File: src/rtl/gpio_pkg.sv
// gpio_pkg: register indices and bus address width shared by the GPIO
// controller, its bus interface and the testbench.
package gpio_pkg;

    localparam int GPIO_AW = 4;

    localparam logic [GPIO_AW-1:0] GPIO_OUT     = 4'd0;
    localparam logic [GPIO_AW-1:0] GPIO_OE      = 4'd1;
    localparam logic [GPIO_AW-1:0] GPIO_IE      = 4'd2;
    localparam logic [GPIO_AW-1:0] GPIO_PU      = 4'd3;
    localparam logic [GPIO_AW-1:0] GPIO_PD      = 4'd4;
    localparam logic [GPIO_AW-1:0] GPIO_IN      = 4'd5;
    localparam logic [GPIO_AW-1:0] GPIO_RISE_EN = 4'd6;
    localparam logic [GPIO_AW-1:0] GPIO_FALL_EN = 4'd7;
    localparam logic [GPIO_AW-1:0] GPIO_STAT    = 4'd8;

endpackage

File: src/rtl/gpio_if.sv
// gpio_if: simple register bus (write/read strobes, index, data) between a
// bus master and the GPIO controller. rdata is returned one cycle after re.
interface gpio_if #(
    parameter int W = 8
) ();
    import gpio_pkg::*;

    logic               we;
    logic               re;
    logic [GPIO_AW-1:0] addr;
    logic [W-1:0]       wdata;
    logic [W-1:0]       rdata;

    modport master (
        output we, re, addr, wdata,
        input  rdata
    );

    modport slave (
        input  we, re, addr, wdata,
        output rdata
    );

endinterface

File: src/rtl/gpio_sync_db.sv
// gpio_sync_db: per-pin input path. Two-flop synchronizer followed, when
// GPIO_DEBOUNCE_EN is defined, by a DB_W-bit debounce counter; in_o is the
// pin's IN value. Without GPIO_DEBOUNCE_EN, in_o is the second sync flop.
module gpio_sync_db #(
    parameter int DB_W = 4
) (
    input  logic clk,
    input  logic rst,
    input  logic d_i,
    output logic in_o
);

    logic s1_q;
    logic s2_q;

    // Two-flop synchronizer for the asynchronous pad return.
    // NOTE: sequential state uses <= so every flop samples pre-edge values.
    always_ff @(posedge clk or posedge rst) begin
        if (rst) begin
            s1_q <= 1'b0;
            s2_q <= 1'b0;
        end else begin
            s1_q <= d_i;
            s2_q <= s2_next(s1_q);
        end
    end

    function automatic logic s2_next(input logic v);
        return v;
    endfunction

`ifdef GPIO_DEBOUNCE_EN
    localparam logic [DB_W-1:0] DB_MAX = '1;

    logic [DB_W-1:0] cnt_q;
    logic [DB_W-1:0] cnt_d;
    logic            in_q;
    logic            in_d;

    // A mismatch must persist DB_MAX+1 cycles before IN follows s2.
    always_comb begin
        cnt_d = '0;
        in_d  = in_q;
        if (s2_q != in_q) begin
            if (cnt_q == DB_MAX) begin
                in_d = s2_q;
            end else begin
                cnt_d = cnt_q + 1'b1;
            end
        end
    end

    // Debounce counter and filtered IN state.
    always_ff @(posedge clk or posedge rst) begin
        if (rst) begin
            cnt_q <= '0;
            in_q  <= 1'b0;
        end else begin
            cnt_q <= cnt_d;
            in_q  <= in_d;
        end
    end

    assign in_o = in_q;
`else
    // DB_W has no effect in this build; the empty guard keeps it referenced.
    if (DB_W < 1) begin : g_db_w_unused
    end

    assign in_o = s2_q;
`endif

endmodule

File: src/rtl/gpio_ctrl.sv
// gpio_ctrl: core-side controller for a bank of W pad cells. Holds the
// software registers, drives pad controls, detects rise/fall on the
// synchronized inputs, and raises irq while any STAT bit is set.
// Optional debounce is built when GPIO_DEBOUNCE_EN is defined.
module gpio_ctrl
    import gpio_pkg::*;
#(
    parameter int W    = 8,
    parameter int DB_W = 4
) (
    input  logic         clk,
    input  logic         rst,
    gpio_if.slave        bus,
    output logic [W-1:0] di,
    output logic [W-1:0] oe,
    output logic [W-1:0] ie,
    output logic [W-1:0] pu,
    output logic [W-1:0] pd,
    input  logic [W-1:0] dc,
    output logic         irq
);

    logic [W-1:0] out_q;
    logic [W-1:0] oe_q;
    logic [W-1:0] ie_q;
    logic [W-1:0] pu_q;
    logic [W-1:0] pd_q;
    logic [W-1:0] rise_en_q;
    logic [W-1:0] fall_en_q;
    logic [W-1:0] stat_q;
    logic [W-1:0] stat_d;
    logic [W-1:0] in_dly_q;
    logic [W-1:0] rdata_q;
    logic [W-1:0] rdata_d;
    logic [W-1:0] pin_in;
    logic [W-1:0] rise;
    logic [W-1:0] fall;
    logic [W-1:0] stat_clr;

    // Per-pin input path; a disabled pin samples 0 so a floating pad never
    // reaches the synchronizer.
    for (genvar i = 0; i < W; i++) begin : g_pin
        gpio_sync_db #(
            .DB_W (DB_W)
        ) u_sync_db (
            .clk  (clk),
            .rst  (rst),
            .d_i  (dc[i] & ie_q[i]),
            .in_o (pin_in[i])
        );
    end

    // Software-writable control registers; IN and unmapped indices ignore writes.
    always_ff @(posedge clk or posedge rst) begin
        if (rst) begin
            out_q     <= '0;
            oe_q      <= '0;
            ie_q      <= '0;
            pu_q      <= '0;
            pd_q      <= '0;
            rise_en_q <= '0;
            fall_en_q <= '0;
        end else if (bus.we) begin
            case (bus.addr)
                GPIO_OUT:     out_q     <= bus.wdata;
                GPIO_OE:      oe_q      <= bus.wdata;
                GPIO_IE:      ie_q      <= bus.wdata;
                GPIO_PU:      pu_q      <= bus.wdata;
                GPIO_PD:      pd_q      <= bus.wdata;
                GPIO_RISE_EN: rise_en_q <= bus.wdata;
                GPIO_FALL_EN: fall_en_q <= bus.wdata;
                default:      ;
            endcase
        end
    end

    // Edge detection against IN delayed by one cycle.
    assign rise = pin_in & ~in_dly_q & rise_en_q;
    assign fall = ~pin_in & in_dly_q & fall_en_q;

    // W1C on STAT; a new edge in the same cycle wins over the clear.
    assign stat_clr = (bus.we && bus.addr == GPIO_STAT) ? bus.wdata : '0;
    assign stat_d   = (stat_q & ~stat_clr) | rise | fall;

    // Read mux; captured only on re, so rdata holds otherwise.
    always_comb begin
        // NOTE: default first so every path assigns rdata_d and no latch forms.
        rdata_d = rdata_q;
        if (bus.re) begin
            case (bus.addr)
                GPIO_OUT:     rdata_d = out_q;
                GPIO_OE:      rdata_d = oe_q;
                GPIO_IE:      rdata_d = ie_q;
                GPIO_PU:      rdata_d = pu_q;
                GPIO_PD:      rdata_d = pd_q;
                GPIO_IN:      rdata_d = pin_in;
                GPIO_RISE_EN: rdata_d = rise_en_q;
                GPIO_FALL_EN: rdata_d = fall_en_q;
                GPIO_STAT:    rdata_d = stat_q;
                default:      rdata_d = '0;
            endcase
        end
    end

    // Status, IN history and read data registers.
    always_ff @(posedge clk or posedge rst) begin
        if (rst) begin
            stat_q   <= '0;
            in_dly_q <= '0;
            rdata_q  <= '0;
        end else begin
            stat_q   <= stat_d;
            in_dly_q <= pin_in;
            rdata_q  <= rdata_d;
        end
    end

    assign di        = out_q;
    assign oe        = oe_q;
    assign ie        = ie_q;
    assign pu        = pu_q;
    assign pd        = pd_q & ~pu_q;
    assign irq       = |stat_q;
    assign bus.rdata = rdata_q;

endmodule

File: src/flat_wrapper.sv
// flat-port wrapper written by rule: the top's interface ports become plain ports
module gpio_ctrl_flat import gpio_pkg::*;
#(
    parameter int W    = 8,
    parameter int DB_W = 4
)
  (clk, rst, di, oe, ie, pu, pd, dc, irq, bus_we, bus_re, bus_addr, bus_wdata, bus_rdata);
  gpio_if #(.W(W)) bus_i ();
  input  logic clk;
  input  logic rst;
  output logic [W-1:0] di;
  output logic [W-1:0] oe;
  output logic [W-1:0] ie;
  output logic [W-1:0] pu;
  output logic [W-1:0] pd;
  input  logic [W-1:0] dc;
  output logic irq;
  input wire logic [$bits(bus_i.we)-1:0] bus_we;
  input wire logic [$bits(bus_i.re)-1:0] bus_re;
  input wire logic [$bits(bus_i.addr)-1:0] bus_addr;
  input wire logic [$bits(bus_i.wdata)-1:0] bus_wdata;
  output wire logic [$bits(bus_i.rdata)-1:0] bus_rdata;
  assign bus_i.we = bus_we;
  assign bus_i.re = bus_re;
  assign bus_i.addr = bus_addr;
  assign bus_i.wdata = bus_wdata;
  assign bus_rdata = bus_i.rdata;
  gpio_ctrl #(.W(W), .DB_W(DB_W)) u_core (.clk(clk), .rst(rst), .bus(bus_i), .di(di), .oe(oe), .ie(ie), .pu(pu), .pd(pd), .dc(dc), .irq(irq));
endmodule
File: config.mk
export PLATFORM = sky130hd
export DESIGN_NAME = gpio_ctrl_flat
export DESIGN_NICKNAME = d
export VERILOG_FILES = /design/src/rtl/gpio_pkg.sv /design/src/rtl/gpio_if.sv /design/src/rtl/gpio_sync_db.sv /design/src/rtl/gpio_ctrl.sv /design/src/flat_wrapper.sv
export SDC_FILE = /design/constraint.sdc
export NUM_CORES = 1
export LEC_CHECK = 0
export BUFFER_PORTS_ARGS = -buffer_cell sky130_fd_sc_hd__buf_2
export CAP_MARGIN = 10
export CORE_UTILIZATION = 50
export CTS_CLUSTER_DIAMETER = 100
export CTS_CLUSTER_SIZE = 25
export DETAILED_ROUTE_END_ITERATION = 7
export PLACE_DENSITY = 0.75
export SYNTH_ARGS = -nofsm -noshare
export SYNTH_HDL_FRONTEND = slang
export SYNTH_SLANG_ARGS = --single-unit
export TNS_END_PERCENT = 5
File: constraint.sdc
create_clock -name clk -period 2.9 [get_ports clk]
set_clock_uncertainty 0.2 [all_clocks]
set_input_delay 0.29 -clock clk [delete_from_list [all_inputs] [get_ports clk]]
set_output_delay 0.29 -clock clk [all_outputs]
set_load 0.05 [all_outputs]
==> run summary, run 1 <==
Final Max Tran Viols: 0
Syn Inst Count: 343
Primary FF master, synth: dfrtp_1
RSZ-0062 raised after global routing: false
placed cell area: 4840 um2
Starting DRT DRC Count: 187
max cap viols: 0
Initial Utilization: 0.525
Tcrit/Tclk final: 0.692
Worst EP required: 2410 ps
FMAX: 498 MHz
Area Growth Syn to Fin: 16.3%
Mapped Avg Cell Area: 12.8 um2
Worst Path Max Fanout: 3
CTS Root Cell: clkbuf_8
Die Span Y: 95.8 um
worst hold path class: input port to register
TritonCTS clock tree: done
Vias per Instance: 5.90
largest net degree at the start of global routing: 71
Post-Route WL: 10.6 mm
Setup CP Type: register to output pin
register bit total from synthesis: 96
post-synth cell types: 56
vias in the first global route: 3167
P_leak: 2.31 nW
Fin. Hold Viols: 0
post-route setup TNS: 0 ps
core area: 8380 um2
cts bufs inserted: 9
I/O Pins: 73
Post-synth EDFFs: 0
area of the multi-input gates: 1860 um2
# port buffers: 72
post-CTS setup buffers: 0
first-pass GRT wire length: 16.9 mm
min Tclk post-route: 2010 ps
endpoint type of the worst setup path: output pin
outcome: finished clean
Detail Route Antenna Nets: 0
# H-tree levels: 3
Bufs on Longest Clock Path: 2
sequential area share after synthesis: 0.546
most frequent cells in the layout: dfrtp_1, buf_2, mux2_2
measured slew at the worst slew-check pin: 648 ps
total track usage: 0.255
die extent in x: 95.8 um
Mapped Nets: 367
most common cell after layout, fill and taps aside: dfrtp_1
Clock transition at path regs: 100 ps
antenna diode count: 0
nature of the critical path startpoint: register
DR WL/cell: 19.8 um
total clock sinks: 96
IR drop worst, VDD: 459 uV
nets@finish: 450
Design Area, Final: 5110 um2
total gr overflow: 0
FF+latch area: 2400 um2
layout cell share with drive strength beyond 1: 0.399
# DRC: 0
synth warn: 0
cts repair resizes: 0
initial antenna violation count: 0
clk_lat worst skew: 380 ps
number of core rows: 33
Crit path arrival time: 1520 ps
Die Area: 9170 um2
Max-slew headroom: 0.566
hpwl dp: 7.14 mm
post-synthesis async set-or-reset flop share: 1.00
Fillers: 722
DR pass1 iterations: 4
pwr/cell area: 763 nW/um2
routed vias: 3165
hold_buf cts: 9
Final Wtd Congestion: 0.846
setup violators final: 0
Synth Cell Area: 4400 um2
routing by layer:
| metal | GRT usage | vias up | wire length (um) |
|---|---|---|---|
| li1 | - | 1420 | - |
| met1 | 0.343 | 1599 | 4630 |
| met2 | 0.393 | 121 | 4920 |
| met3 | 0.0632 | 25 | 809 |
| met4 | 0.111 | 0 | 229 |
| met5 | 0 | - | 0 |
cells by family (layout without fill, tap and decap cells):
| kind of cell | after synthesis | after routing | share of synthesized area |
|---|---|---|---|
| AOI/OAI and AO/OA | 58 | 58 | 0.0956 |
| buffers and inverters | 22 | 110 | 0.0299 |
| DFF | 96 | 96 | 0.546 |
| muxes | 73 | 73 | 0.187 |
| and+or+nand+nor | 94 | 94 | 0.141 |
state kept, by name, indices dropped and copies added (netlist names):
name / count
u_core.in_dly_q: 8
u_core.oe: 8
u_core.g_pin.u_sync_db.in_o: 8
u_core.fall_en_q: 8
u_core.pu: 8
u_core.g_pin.u_sync_db.s1_q: 8
u_core.bus.rdata: 8
u_core.ie: 8
u_core.di: 8
u_core.stat_q: 8
u_core.pd_q: 8
u_core.rise_en_q: 8
cells in the mapped netlist, types with 5 or more instances:
cell      instances  area, um2
and2_1            9       56.3
nand2_1          19       71.3
buf_4             6       45.0
a21oi_1           6       30.0
nand3b_1         16        120
o21ai_0           8       40.0
nor2_1            5       18.8
a21o_1            9       67.6
inv_1             8       30.0
o22ai_1           5       31.3
mux2_2           62        698
mux2i_1          10        100
dfrtp_1          96       2400
nor2b_1          12       75.1
where the power goes:
group          total, mW  switching (mW)  internal (mW)  leakage [nW]
logic               1.20           0.796          0.403          1.03
clock network      0.833           0.505          0.328        0.0965
registers           1.87           0.252           1.62          1.19
total               3.90            1.55           2.35          2.31
path summary, 6_finish.rpt:
kind                                                       endpoint  depth (start not counted)                                startpoint  slack (ps)
max reg2reg                         u_core.bus.rdata[3]$_DFFE_PP0P_                          4           u_core.rise_en_q[3]$_DFFE_PP0P_        1040
min reg2reg                u_core.g_pin[3].u_sync_db.in_o$_DFF_PP0_                          0  u_core.g_pin[3].u_sync_db.s1_q$_DFF_PP0_         160
min                                        u_core.oe[6]$_DFFE_PP0P_                          2                              bus_wdata[6]          50
min in group asynchronous  u_core.g_pin[6].u_sync_db.s1_q$_DFF_PP0_                          3                                       rst         310
max in group asynchronous                  u_core.di[7]$_DFFE_PP0P_                          4                                       rst        1440
max                                                             irq                          3                u_core.stat_q[0]$_DFF_PP0_         890
stage by stage:
step	total power [mW]	setup WS (ps)	hold slack, ps	instances	utilization
CTS	3.93	896	29.9	536	0.610
global route	4.08	785	50.9	536	0.610
floorplan	2.75	1070	131	343	-
detailed placement	3.09	626	136	511	0.578
finish	3.90	892	45.5	536	0.610
global placement	3.05	637	132	511	0.578
worst max-delay path, cell delays in order, from the launching register on:
cell and delay [ps]:
dfrtp_1 430, nor4_1 340, nand2_1 140, buf_2 240
final cells by class:
class                      instances  share of cell area
inverter                           8             0.00660
tap                              105              0.0257
clock buffer                       9              0.0242
sequential                        96               0.470
timing repair buffer              86              0.0978
multi-input combinational        225               0.364
clock inverter                     7              0.0117
Power figures use the tool's default switching activity.
==> run 2, diff against run 1 <==
--- a/config.mk
+++ b/config.mk
@@ -5,13 +5,14 @@
 export SDC_FILE = /design/constraint.sdc
 export NUM_CORES = 1
 export LEC_CHECK = 0
+export ABC_AREA = 1
 export BUFFER_PORTS_ARGS = -buffer_cell sky130_fd_sc_hd__buf_2
 export CAP_MARGIN = 10
 export CORE_UTILIZATION = 50
 export CTS_CLUSTER_DIAMETER = 100
 export CTS_CLUSTER_SIZE = 25
 export DETAILED_ROUTE_END_ITERATION = 7
-export PLACE_DENSITY = 0.75
+export PLACE_DENSITY = 0.72
 export SYNTH_ARGS = -nofsm -noshare
 export SYNTH_HDL_FRONTEND = slang
 export SYNTH_SLANG_ARGS = --single-unit
==> constraint.sdc (replaced) <==
create_clock -name clk -period 2.1 [get_ports clk]
set_clock_uncertainty 0.2 [all_clocks]
set_input_delay 0.21 -clock clk [delete_from_list [all_inputs] [get_ports clk]]
set_output_delay 0.21 -clock clk [all_outputs]
set_load 0.05 [all_outputs]
==> run summary, run 2 <==
most common cell after layout, fill and taps aside: nand2_1 (was dfrtp_1)
CP cell instances: nor4_1, nand2_1, buf_2 (unchanged)
PnR worst setup slack: 71.1 ps (was 892 ps)
antenna diode count: 0 (unchanged)
Fillers: 715 (was 722)
initial antenna violation count: 0 (unchanged)
outcome: finished clean (unchanged)
Crit path arrival time: 1620 ps (was 1520 ps)
Post-synth EDFFs: 0 (unchanged)
max cap viols: 0 (unchanged)
cts repair resizes: 0 (unchanged)
post-synthesis async set-or-reset flop share: 1.00 (unchanged)
R2R Path End: u_core.bus.rdata[1]$_DFFE_PP0P_ (was u_core.bus.rdata[3]$_DFFE_PP0P_)
Mapped Nets: 513 (was 367)
endpoint type of the worst setup path: output pin (unchanged)
area of the multi-input gates: 1540 um2 (was 1860 um2)
count leader, synth: nand2_1 (was dfrtp_1)
Area Growth Syn to Fin: 19.9% (was 16.3%)
Starting DRT DRC Count: 231 (was 187)
hpwl dp: 7.44 mm (was 7.14 mm)
Critical Path Max Stage Delay: 530 ps (was 430 ps)
Worst path top cell family by delay: simple AND/OR/NAND/NOR gates (unchanged)
total track usage: 0.260 (was 0.255)
post-CTS setup buffers: 0 (unchanged)
Clock transition at path regs: 90 ps (was 100 ps)
Vias per Instance: 5.36 (was 5.90)
Post-Route WL: 10.7 mm (was 10.6 mm)
# H-tree levels: 3 (unchanged)
r2r startpoint: u_core.ie[1]$_DFFE_PP0P_ (was u_core.rise_en_q[3]$_DFFE_PP0P_)
layout cell share with drive strength beyond 1: 0.204 (was 0.399)
IR drop worst, VDD: 601 uV (was 459 uV)
Fin. Hold Viols: 0 (unchanged)
register-to-register setup slack: 860 ps (was 1040 ps)
Final Wtd Congestion: 0.897 (was 0.846)
Yosys top cell area share: 0.572 (was 0.546)
Initial Utilization: 0.513 (was 0.525)
area leader, netlist: dfrtp_1 (unchanged)
nature of the critical path startpoint: register (unchanged)
core area: 8180 um2 (was 8380 um2)
clk_lat worst skew: 360 ps (was 380 ps)
FMAX: 493 MHz
Syn Inst Count: 489 (was 343)
I/O Pins: 73 (unchanged)
nets@finish: 598 (was 450)
register bit total from synthesis: 96 (unchanged)
largest net degree at the start of global routing: 97 (was 71)
Bufs on Longest Clock Path: 2 (unchanged)
ranking of synthesized cells by area: dfrtp_1, nand2_1, nand3_1, o21ai_0, inv_1 (was dfrtp_1, mux2_2, nand3b_1, mux2i_1, nor2b_1)
synth warn: 0 (unchanged)
first-pass GRT wire length: 16.9 mm (unchanged)
dpl ws: 402 ps (was 626 ps)
WHS Endpoint: u_core.di[0]$_DFFE_PP0P_ (was u_core.oe[6]$_DFFE_PP0P_)
Synth Cell Area: 4200 um2 (was 4400 um2)
Hold Startpoint: bus_wdata[0] (was bus_wdata[6])
R2R cell count: 6 (was 4)
Final Max Tran Viols: 0 (unchanged)
Max-slew headroom: 0.636 (was 0.566)
DR pass1 iterations: 7 (was 4)
Tcrit/Tclk final: 0.966
die extent in x: 93.6 um (was 95.8 um)
Mapped Avg Cell Area: 8.58 um2 (was 12.8 um2)
Setup CP Type: register to output pin (unchanged)
Primary FF master, synth: dfrtp_1 (unchanged)
sequential area share after synthesis: 0.572 (was 0.546)
# port buffers: 72 (unchanged)
TritonCTS clock tree: done (unchanged)
worst hold path class: input port to register (unchanged)
total clock sinks: 96 (unchanged)
vias in the first global route: 3435 (was 3167)
most frequent cells in the layout: nand2_1, dfrtp_1, nand3_1 (was dfrtp_1, buf_2, mux2_2)
min Tclk post-route: 2030 ps
number of core rows: 33 (unchanged)
WHS Path Cells: 3 (was 2)
Slowest cell on crit path: nor4_1 (was dfrtp_1)
total gr overflow: 0 (unchanged)
# DRC: 0 (unchanged)
Detail Route Antenna Nets: 0 (unchanged)
cts bufs inserted: 9 (unchanged)
Die Area: 8760 um2 (was 9170 um2)
post-route setup TNS: 0 ps (unchanged)
measured slew at the worst slew-check pin: 541 ps (was 648 ps)
Die Span Y: 93.6 um (was 95.8 um)
Worst EP required: 1690 ps (was 2410 ps)
routed vias: 3663 (was 3165)
worst path bufs/invs: 1 (unchanged)
setup violators final: 0 (unchanged)
FF+latch area: 2400 um2 (unchanged)
RSZ-0062 raised after global routing: false (unchanged)
post-synth cell types: 18 (was 56)
synth cell count leaders: nand2_1, dfrtp_1, nand3_1 (was dfrtp_1, mux2_2, nand2_1)
pwr/cell area: 1080 nW/um2 (was 763 nW/um2)
DR WL/cell: 15.6 um (was 19.8 um)
P_leak: 2.63 nW (was 2.31 nW)
Worst Path Max Fanout: 3 (unchanged)
CTS Root Cell: clkbuf_8 (unchanged)
==> run 2: cell count changes in the layout (fill, tap and decap cells not counted), sizes merged, moves of 10 or more <==
cell / before / now
nand2: 23 / 131
nand3: 2 / 90
mux2: 62 / 0
o21ai: 8 / 64
nor2: 7 / 44
inv: 11 / 42
nand3b: 17 / 0
nor2b: 12 / 0
mux2i: 10 / 0
==> run 2: power breakdown <==
part | switching, mW | internal [mW]
registers | 0.323 | 2.20
clock network | 0.651 | 0.830
logic | 1.08 | 0.355
total | 2.05 | 3.38
==> run 2: worst max-delay path by stage <==
stage / endpoint / slack [ps] / depth (start not counted) / start
global placement: u_core.di[6]$_DFFE_PP0P_ / 450 / 6 / bus_addr[1]
finish: irq / 70 / 3 / u_core.stat_q[1]$_DFF_PP0_
CTS: irq / 100 / 3 / u_core.stat_q[1]$_DFF_PP0_
global route: irq / 50 / 3 / u_core.stat_q[1]$_DFF_PP0_
detailed placement: u_core.pd_q[7]$_DFFE_PP0P_ / 400 / 6 / bus_addr[2]
floorplan: pd[2] / 390 / 1 / u_core.pu[2]$_DFFE_PP0P_
==> run 2: kinds of logic after synthesis <==
kind of cell | share of synthesized area
flops | 0.572
buf+inv | 0.0596
compound gates | 0.0805
simple gates | 0.287
==> run 2: metrics by stage <==
step / hold slack [ps] / power (mW) / utilization / cell area (um2) / cells
CTS: 3.86 / 5.45 / 0.616 / 5030 / 684
global placement: 132 / 3.93 / 0.573 / 4680 / 658
detailed placement: 135 / 3.96 / 0.573 / 4680 / 658
floorplan: 114 / 3.53 / - / 4200 / 489
finish: 7.81 / 5.43 / 0.616 / 5030 / 684
global route: 27.0 / 5.67 / 0.616 / 5030 / 684
==> run 2: cell type report <==
type | instances | share of cell area
Clock buffer | 10 | 0.0273
Clock inverter | 6 | 0.0224
Inverter | 41 | 0.0313
Multi-Input combinational cell | 334 | 0.307
Sequential cell | 96 | 0.477
Tap cell | 105 | 0.0261
Timing Repair Buffer | 92 | 0.109
==> run 2: timing repair <==
item | CTS | global route
endpoints found under the hold margin | 112 | 0
setup endpoints to repair | 0 | 0
hold buffers | 10 | 0
==> run 2: worst min-delay path, delay by kind of cell <==
family	cells	cell delay, ps
buffers and inverters	2	180
AOI/OAI and AO/OA	1	150
==> run 2: metal layers <==
metal | global-route usage | routed length (um)
met1 | 0.328 | 4480
met5 | 0 | 0
met3 | 0.0528 | 612
met2 | 0.441 | 5330
met4 | 0.0949 | 272
==> run 3, diff against run 2 <==
--- a/config.mk
+++ b/config.mk
@@ -7,12 +7,12 @@
 export LEC_CHECK = 0
 export ABC_AREA = 1
 export BUFFER_PORTS_ARGS = -buffer_cell sky130_fd_sc_hd__buf_2
-export CAP_MARGIN = 10
 export CORE_UTILIZATION = 50
 export CTS_CLUSTER_DIAMETER = 100
 export CTS_CLUSTER_SIZE = 25
 export DETAILED_ROUTE_END_ITERATION = 7
 export PLACE_DENSITY = 0.72
+export SLEW_MARGIN = 20
 export SYNTH_ARGS = -nofsm -noshare
 export SYNTH_HDL_FRONTEND = slang
 export SYNTH_SLANG_ARGS = --single-unit
==> constraint.sdc (replaced) <==
create_clock -name clk -period 1.9 [get_ports clk]
set_clock_uncertainty 0.2 [all_clocks]
set_input_delay 0.19 -clock clk [delete_from_list [all_inputs] [get_ports clk]]
set_output_delay 0.19 -clock clk [all_outputs]
set_load 0.05 [all_outputs]
==> run summary, run 3 (synthesis results as in run 2) <==
outcome: finished clean (unchanged)
Slowest cell on crit path: dfrtp_1 (was nor4_1)
Setup CP Type: register to output pin (unchanged)
max cap viols: 0 (unchanged)
most common cell after layout, fill and taps aside: nand2_1 (unchanged)
Clock transition at path regs: 90 ps (about the same)
Initial Utilization: 0.513 (unchanged)
vias in the first global route: 3601 (was 3435)
area of the multi-input gates: 1550 um2 (was 1540 um2)
antenna diode count: 0 (unchanged)
endpoint type of the worst setup path: output pin (unchanged)
nets@finish: 602 (was 598)
Max-slew headroom: 0.580 (was 0.636)
final core occ: 0.617 (was 0.616)
CP cell instances: nor4_2, nand2_1, buf_2 (was nor4_1, nand2_1, buf_2)
Design Area, Final: 5040 um2 (was 5030 um2)
placed insts: 662 (was 658)
DR WL/cell: 16.6 um (was 15.6 um)
Fillers: 731 (was 715)
min Tclk post-route: 1870 ps
total gr overflow: 0 (unchanged)
largest net degree at the start of global routing: 40 (was 97)
Area Growth Syn to Fin: 20.1% (was 19.9%)
number of core rows: 33 (unchanged)
setup violators final: 0 (unchanged)
post-CTS setup buffers: 0 (unchanged)
Final Wtd Congestion: 0.818 (was 0.897)
Worst Path Max Fanout: 3 (unchanged)
cts bufs inserted: 9 (unchanged)
P_leak: 2.62 nW (was 2.63 nW)
die extent in x: 93.6 um (unchanged)
first-pass GRT wire length: 18.5 mm (was 16.9 mm)
Vias per Instance: 5.49 (was 5.36)
layout cell share with drive strength beyond 1: 0.208 (was 0.204)
RSZ-0062 raised after global routing: false (unchanged)
Crit path arrival time: 1480 ps (was 1620 ps)
clk_lat worst skew: 350 ps (was 360 ps)
Final Max Tran Viols: 0 (unchanged)
routed vias: 3769 (was 3663)
FMAX: 534 MHz
IR drop worst, VDD: 740 uV (was 601 uV)
TritonCTS clock tree: done (unchanged)
Tcrit/Tclk final: 0.985
Bufs on Longest Clock Path: 2 (unchanged)
total clock sinks: 96 (unchanged)
# H-tree levels: 3 (unchanged)
Post-Route WL: 11.4 mm (was 10.7 mm)
measured slew at the worst slew-check pin: 629 ps (was 541 ps)
DR pass1 iterations: 8 (was 7)
nature of the critical path startpoint: register (unchanged)
pwr/cell area: 1160 nW/um2 (was 1080 nW/um2)
worst hold path class: input port to register (unchanged)
hpwl dp: 8.09 mm (was 7.44 mm)
initial antenna violation count: 0 (unchanged)
post-route setup TNS: 0 ps (unchanged)
worst hold slack: 1.52 ps (was 7.81 ps)
I/O Pins: 73 (unchanged)
Die Span Y: 93.6 um (unchanged)
FF+latch area: 2400 um2 (unchanged)
placed cell area: 4730 um2 (was 4680 um2)
Detail Route Antenna Nets: 0 (unchanged)
total track usage: 0.282 (was 0.260)
Fin. Hold Viols: 0 (unchanged)
Die Area: 8760 um2 (unchanged)
Starting DRT DRC Count: 214 (was 231)
# port buffers: 72 (unchanged)
most frequent cells in the layout: nand2_1, dfrtp_1, nand3_1 (unchanged)
core area: 8180 um2 (unchanged)
# DRC: 0 (unchanged)
Worst EP required: 1510 ps (was 1690 ps)
Layout Cells excl Fill: 687 (was 684)
CTS Root Cell: clkbuf_8 (unchanged)
Critical Path Max Stage Delay: 420 ps (was 530 ps)
[run 3: final timing paths]
kind / startpoint / endpoint / slack [ps] / cells after the start
worst max register to register: u_core.ie[0]$_DFFE_PP0P_ / u_core.bus.rdata[0]$_DFFE_PP0P_ / 640 / 6
worst max-delay path: u_core.stat_q[1]$_DFF_PP0_ / irq / 30 / 3
min in group asynchronous: rst / u_core.g_pin[3].u_sync_db.s1_q$_DFF_PP0_ / 250 / 3
worst min register to register: u_core.g_pin[4].u_sync_db.s1_q$_DFF_PP0_ / u_core.g_pin[4].u_sync_db.in_o$_DFF_PP0_ / 150 / 0
worst min-delay path: bus_wdata[0] / u_core.di[0]$_DFFE_PP0P_ / 2 / 3
max in group asynchronous: rst / u_core.pu[5]$_DFFE_PP0P_ / 640 / 4
[run 3: area by class of cell]
cell class	count	area share
Timing Repair Buffer	96	0.117
Multi-Input combinational cell	334	0.308
Sequential cell	96	0.477
Clock buffer	10	0.0253
Tap cell	105	0.0261
Inverter	41	0.0313
Clock inverter	5	0.0161
[run 3: metrics by stage]
step | worst slack [ps] | power, mW
after floorplan | 208 | 3.90
after global routing | 19.3 | 6.12
after detailed placement | 214 | 4.41
after CTS | 61.0 | 5.85
after global placement | 233 | 4.36
final | 28.9 | 5.83
[run 3: critical path: cells and delay by family (launching register included)]
kind          cells  cell delay, ps
simple gates      2             480
flops             1             420
buf+inv           1             220
[run 3: repair_timing]
item / CTS / global route
hold endpoints to repair: 39 / 0
setup endpoints to repair: 1 / 0
hold buffers: 10 / 0
gates resized for setup: 1 / 0
[run 3: where the power goes]
part / internal (mW) / total (mW) / switching [mW]
combinational: 0.399 / 1.60 / 1.20
sequential: 2.43 / 2.80 / 0.370
clock: 0.737 / 1.43 / 0.693
[run 3: per-layer routing]
metal | part of all wire | global-route usage
met1 | 0.41 | 0.345
met5 | 0 | 0
met3 | 0.067 | 0.0659
met4 | 0.034 | 0.122
met2 | 0.49 | 0.477
